`src/rtl/txbl_console_writer.sv`:
```
// Text console writer: turns a byte stream into TXBL tile writes through the
// VRAM write port, with cursor tracking, hardware clear and one-row scroll.
module txbl_console_writer #(
  parameter logic [11:0] TXBL_BASE = 12'h900,
  parameter int unsigned ROWS      = 30,
  parameter int unsigned COLS      = 32
) (
  input  logic        cpu_clk,
  input  logic        rst_n,
  input  logic [7:0]  char_i,
  input  logic        color_i,
  input  logic        char_valid_i,
  output logic        char_ready_o,
  output logic        bus_req_o,
  input  logic        bus_gnt_i,
  output logic [11:0] vram_address_o,
  output logic [7:0]  vram_wdata_o,
  input  logic [7:0]  vram_rdata_i,
  output logic        vram_wen_o,
  output logic        SELECT_txbl_o,
  output logic [4:0]  cursor_row_o,
  output logic [4:0]  cursor_col_o,
  output logic        busy_o
);

  localparam logic [4:0] LastRow      = 5'(ROWS - 1);
  localparam logic [4:0] LastCol      = 5'(COLS - 1);
  localparam logic [9:0] LastTile     = 10'(ROWS * COLS - 1);
  localparam logic [9:0] ScrollFirst  = 10'(COLS);
  localparam logic [9:0] LastRowFirst = 10'((ROWS - 1) * COLS);

  typedef enum logic [2:0] {
    StIdle, StPut, StClear, StScrollRd, StScrollWr, StScrollClr
  } state_e;

  state_e      state_q;
  logic [4:0]  row_q, col_q;
  logic [9:0]  cnt_q;
  logic [11:0] addr_q;
  logic [7:0]  wdata_q;

  function automatic logic [11:0] tile_addr(input logic [9:0] idx);
    return TXBL_BASE + {2'b00, idx};
  endfunction

  // Single FSM: state, cursor, tile counter and the registered bus address/data.
  always_ff @(posedge cpu_clk or negedge rst_n) begin
    if (!rst_n) begin
      state_q <= StIdle;
      row_q   <= '0;
      col_q   <= '0;
      cnt_q   <= '0;
      addr_q  <= '0;
      wdata_q <= '0;
    end else begin
      unique case (state_q)
        StIdle: begin
          if (char_valid_i) begin
            if (char_i >= 8'h20 && char_i <= 8'h7E) begin
              state_q <= StPut;
              addr_q  <= tile_addr({row_q, col_q});
              wdata_q <= {color_i, char_i[6:0]};
            end else begin
              case (char_i)
                8'h0A: begin
                  col_q <= '0;
                  if (row_q == LastRow) begin
                    // Scroll source starts at row 1, col 0.
                    state_q <= StScrollRd;
                    cnt_q   <= ScrollFirst;
                    addr_q  <= tile_addr(ScrollFirst);
                  end else begin
                    row_q <= row_q + 5'd1;
                  end
                end
                8'h0D: col_q <= '0;
                8'h08: begin
                  if (col_q != 5'd0) begin
                    col_q <= col_q - 5'd1;
                  end else if (row_q != 5'd0) begin
                    row_q <= row_q - 5'd1;
                    col_q <= LastCol;
                  end
                end
                8'h0C: begin
                  state_q <= StClear;
                  cnt_q   <= '0;
                  addr_q  <= tile_addr(10'd0);
                  wdata_q <= '0;
                end
                default: ;
              endcase
            end
          end
        end
        StPut: begin
          if (bus_gnt_i) begin
            if (col_q == LastCol) begin
              col_q <= '0;
              if (row_q == LastRow) begin
                state_q <= StScrollRd;
                cnt_q   <= ScrollFirst;
                addr_q  <= tile_addr(ScrollFirst);
              end else begin
                row_q   <= row_q + 5'd1;
                state_q <= StIdle;
              end
            end else begin
              col_q   <= col_q + 5'd1;
              state_q <= StIdle;
            end
          end
        end
        StScrollRd: begin
          if (bus_gnt_i) begin
            wdata_q <= vram_rdata_i;
            addr_q  <= addr_q - 12'(COLS);
            state_q <= StScrollWr;
          end
        end
        StScrollWr: begin
          if (bus_gnt_i) begin
            if (cnt_q == LastTile) begin
              cnt_q   <= LastRowFirst;
              addr_q  <= tile_addr(LastRowFirst);
              wdata_q <= '0;
              state_q <= StScrollClr;
            end else begin
              cnt_q   <= cnt_q + 10'd1;
              addr_q  <= tile_addr(cnt_q + 10'd1);
              state_q <= StScrollRd;
            end
          end
        end
        StClear, StScrollClr: begin
          if (bus_gnt_i) begin
            if (cnt_q == LastTile) begin
              if (state_q == StClear) begin
                row_q <= '0;
                col_q <= '0;
              end
              state_q <= StIdle;
            end else begin
              cnt_q  <= cnt_q + 10'd1;
              addr_q <= tile_addr(cnt_q + 10'd1);
            end
          end
        end
        default: state_q <= StIdle;
      endcase
    end
  end

  logic wr_state;

  // Output decode from the registered state; write strobe qualified by grant.
  always_comb begin
    wr_state = (state_q == StPut) || (state_q == StClear) ||
               (state_q == StScrollWr) || (state_q == StScrollClr);
    char_ready_o   = (state_q == StIdle);
    bus_req_o      = ~char_ready_o;
    SELECT_txbl_o  = bus_req_o;
    busy_o         = bus_req_o;
    vram_wen_o     = wr_state & bus_gnt_i;
    vram_address_o = addr_q;
    vram_wdata_o   = wdata_q;
    cursor_row_o   = row_q;
    cursor_col_o   = col_q;
  end

endmodule

```
`config.mk`:
```
export PLATFORM = sky130hd
export DESIGN_NAME = txbl_console_writer
export DESIGN_NICKNAME = d
export VERILOG_FILES = /design/src/rtl/txbl_console_writer.sv
export SDC_FILE = /design/constraint.sdc
export NUM_CORES = 1
export LEC_CHECK = 0
export ABC_AREA = 1
export CAP_MARGIN = 5
export CELL_PAD_IN_SITES_DETAIL_PLACEMENT = 1
export CELL_PAD_IN_SITES_GLOBAL_PLACEMENT = 2
export CORE_MARGIN = 2
export CORE_UTILIZATION = 31
export DETAILED_ROUTE_END_ITERATION = 8
export PLACE_DENSITY_LB_ADDON = 0.1
export SYNTH_ARGS = -nofsm -noshare
export SYNTH_HDL_FRONTEND = slang
export SYNTH_SLANG_ARGS = --single-unit
```
`constraint.sdc`:
```
create_clock -name cpu_clk -period 5.1 [get_ports cpu_clk]
set_clock_uncertainty 0.1 [all_clocks]
set_input_delay 1.275 -clock cpu_clk [delete_from_list [all_inputs] [get_ports cpu_clk]]
set_output_delay 1.275 -clock cpu_clk [all_outputs]
set_load 0.02 [all_outputs]
```
After elaboration in Yosys (flattened, before gate mapping)
Index checks and enable logic that the tools add are counted.
Storage, ports and cells
  logic and storage cells: 132
  register bits after elaboration: 43
  output and inout port bits: 35
Cells by class
  reductions and logical operators: 19
  bitwise logic cells: 2
  muxes and demuxes: 63
  order comparisons: 2
  eq/ne operators: 32
  add/subtract/negate cells: 8
Operator list (number)
  $mux 12: 10
  $mux 10: 9
  $mux 5: 16
  $pmux 12 s5: 1
  $mux 8: 6
  $pmux 10 s4: 1
  $eq 8x4->1 const B: 4
  $mux 3: 10
  $pmux 5 s3: 2
  $reduce_and 9->1: 3
  $add 12x10->12 const A: 2
  $pmux 12 s2: 1
  $pmux 8 s3: 1
  $ne 2x2->1 const B: 11
  $pmux 10 s2: 1
  $pmux 5 s2: 2
  $pmux 3 s5: 1
  $reduce_bool 5->1: 3
  $sub 12x6->12 const B: 1
  $reduce_and 11->1: 1
  $add 10x1->10 const B: 1
  $add 5x1->5 const B: 2
  $eq 10x10->1 const B: 1
  $eq 5x5->1 const B: 2
  other kinds (23): 34

Logic depth before layout (Yosys ltp)
  depth after elaboration: 7
  gate-level depth with buffers: 14

Least setup slack after synthesis
No wires, ideal clock.
  kind: input to output
  start point: input port bus_gnt_i
  end point: output port vram_wen_o
  path slack: 2092 ps
  required time: 3725 ps
  path buffers: 0
  data arrival time: 1633 ps
  cell stages on the path: 2
  cell sequence: inv_1 nor2_1
Between the ends
  longest elaborated chain between the ends: 1
RTL lines
  from (decl): RTL line 15  | input logic bus_gnt_i,
  $and 1x1->1: RTL line 164  | vram_wen_o = wr_state & bus_gnt_i;
  to (decl): RTL line 19  | output logic vram_wen_o,
No other way between the ends.

Final worst setup path
Same ends and word-level chain as after synthesis.

==> out/results.ini <==
[global_routing]
grt_start_max_net_pins = 44
grt_use_total_pct = 21.23
first_global_vias = 4656
grt_pass1_wl_um = 23810
grt-ovfl-total = 0
antenna_found_initial = 0

[synthesis]
synth_nets = 729
syn_inst = 696
synth_flop_cell = dfrtp_1
synth_cell_type_count = 27
yosys-top-cells-area = dfrtp_1, nand2_1, nand3_1
synth_top_area_share_pct = 26.49
syn_area_per_cell_um2 = 5.837
synth_edf_count = 0
async_flop_share_pct = 100.0
synth-seq-area-share_pct = 26.49
yosysMostFrequentCell = nand2_1
synth_commonest_cells = nand2_1, nand3_1, inv_1, nor2_1, dfrtp_1
synth_top_cell_by_area = dfrtp_1
syn_area_um2 = 4063
yosys_warnings = 0
synth-seq-cells = 43

[floorplanning]
coreArea_um2 = 12720
num_rows = 41
die_h_um = 118.5
dieArea_um2 = 14040
die_w_um = 118.5
pin_count = 56
initial_utilization_pct = 31.93

[sta]
whs_ps = 369.8
setup_viol_count_final = 0
rsz0062_at_grt = no
finalCriticalPeriod_ps = 3885
setup_slack_ps = 1215
max_slew.worst_pin.slew_ps = 1076
tns_ps = 0
slew_headroom_pct = 28.24
clock.fmax_ghz = 0.2574
hold_viol = 0
slew_violations = 0
post-route-period-util_pct = 76.18

[setup_path]
critPathCaptureType = output pin
r2r-start = cursor_row_o[1]
rrSetupSlack_ps = 2420
rr_worst_depth = 12
r2r_end = vram_address_o[5]
critical_path_arrival_ps = 2510
cp.required_ps = 3720
path_class = in2out
worstPathMaxFanout = 4
start_kind = input pin

[routing]
routedWlPerCell_um = 15.89
viasPerCell = 4.978
drt_iter0_drc = 174
vias = 4555
drc = 0
final_antenna_net_count = 0
drtPass1Iterations = 4
wirelength_um = 14540

[clock_tree]
clockBufferDepth = 2
holdBufCountCts = 0
root_buffer = clkbuf_16
cts_tree = done
cts_made_buffers = 5
post_cts_resized = 0
clk_latency_ps = 310
htree_levels = 2
cts_setup_buffers = 0
clk_pin_slew_ps = 70
clkSinkCount = 43

[min_path]
holdPathEnd = vram_wdata_o[1]
hold_start = vram_wdata_o[1]
hold-path-cell-count = 2
hold_class = reg2reg

[layout]
fin_cells = 915
drive_gt1_share_pct = 7.537
n_antenna_cell = 0
area_delta_synth_final_pct = 20.48
finalInstanceArea_um2 = 4895
nets = 775

[placed_design]
place_congestion = 0.8382
dpl_worst_slack_ps = 1214
dp_hpwl_um = 11030
post_dp_cell_area_um2 = 4750
placedCellCount = 907
placement.io_buffers = 55

[power_and_ir_drop]
ir_drop_v = 0.0001657
p_leak_nw = 2.549
p_per_area_nw_per_um2 = 582.0

[run_status]
status = completed

[job]
cap_viol_max_count = 0

stage by stage:
| stage | total power, mW | util [%] |
|---|---|---|
| after floorplan | 1.888 | - |
| after detailed placement | 2.528 | 37.33 |
| after global routing | 3.127 | 38.47 |
| after global placement | 2.479 | 37.33 |
| after CTS | 2.884 | 38.47 |
| final | 2.848 | 38.47 |
kinds of logic (layout without fill, tap and decap cells):
logic type,count (synthesis),in the layout,share of synthesized area [%]
AO/OA/AOI/OAI,44,44,5.636
flip-flops,43,43,26.49
XOR/XNOR,8,8,1.725
AND/OR/NAND/NOR,494,494,52.73
adder cells (fa/ha/maj),12,12,3.696
buffers and inverters,95,142,9.732
report_power, final:
part / switching, mW / total, mW / internal, mW / leakage (nW)
logic: 1.30 / 1.93 / 0.633 / 1.91
clock network: 0.162 / 0.343 / 0.181 / 0.0658
registers: 0.129 / 0.574 / 0.445 / 0.572
total: 1.59 / 2.85 / 1.26 / 2.55
critical path: stages:
cell             delay (ps)
clkdlybuf4s50_1         450
inv_1                    70
nor2_1                  110
clkdlybuf4s50_1         600
sequential cells by signal, indices dropped and copies added (netlist names):
name            cells
state_q             3
cursor_col_o        5
cursor_row_o        5
cnt_q              10
vram_wdata_o        8
vram_address_o     12
worst max path at each step:
| stage | depth (start not counted) | to | slack (ps) | startpoint |
|---|---|---|---|---|
| 5_1_grt | 6 | vram_wen_o | 1120 | state_q[2] |
| 3_5_place_dp | 4 | vram_wen_o | 1210 | bus_gnt_i |
| 4_1_cts | 4 | vram_wen_o | 1210 | bus_gnt_i |
| 6_report | 4 | vram_wen_o | 1210 | bus_gnt_i |
| 2_1_floorplan | 2 | vram_wen_o | 2090 | bus_gnt_i |
| 3_3_place_gp | 4 | vram_wen_o | 1210 | bus_gnt_i |
cells in the final DEF (no fill, tap or decap):
master	netlist	final
clkinv_2	0	1
clkbuf_16	0	5
inv_2	7	7
o21ai_1	2	2
nor2_1	66	65
nand2_4	1	1
a21boi_2	1	1
nor2_4	4	4
or2_2	4	4
a21oi_1	13	13
buf_4	6	6
inv_1	66	66
clkinvlp_4	0	2
nand4_2	1	1
o21ai_0	27	27
ha_1	12	12
nand2_2	11	11
buf_2	13	1
nand2_1	282	282
xnor2_1	2	2
xor2_1	6	6
nand4_1	19	19
dfrtp_1	43	43
nand3_1	94	94
nand3b_1	1	1
clkdlybuf4s50_1	0	54
nand3_2	2	2
o211ai_1	1	1
nor2_2	9	10
layer usage:
layer  wire (um)  global-route usage, %  up-vias
met5           0                      0        -
met4         169                  4.762        0
met3         504                  3.716        9
met2        6819                  36.31       69
met1        7047                  27.90     2184
li1            -                      -     2293
final cells by class:
| class | instances | area, um^2 |
|---|---|---|
| Inverter | 73 | 274.0 |
| Multi-Input combinational cell | 558 | 2594 |
| Clock buffer | 5 | 125.1 |
| Sequential cell | 43 | 1076 |
| Fill cell | 1787 | 7828 |
| Clock inverter | 3 | 20.02 |
| Tap cell | 172 | 215.2 |
| Timing Repair Buffer | 61 | 590.6 |
Note: power is estimated with default switching activity, not from simulation.
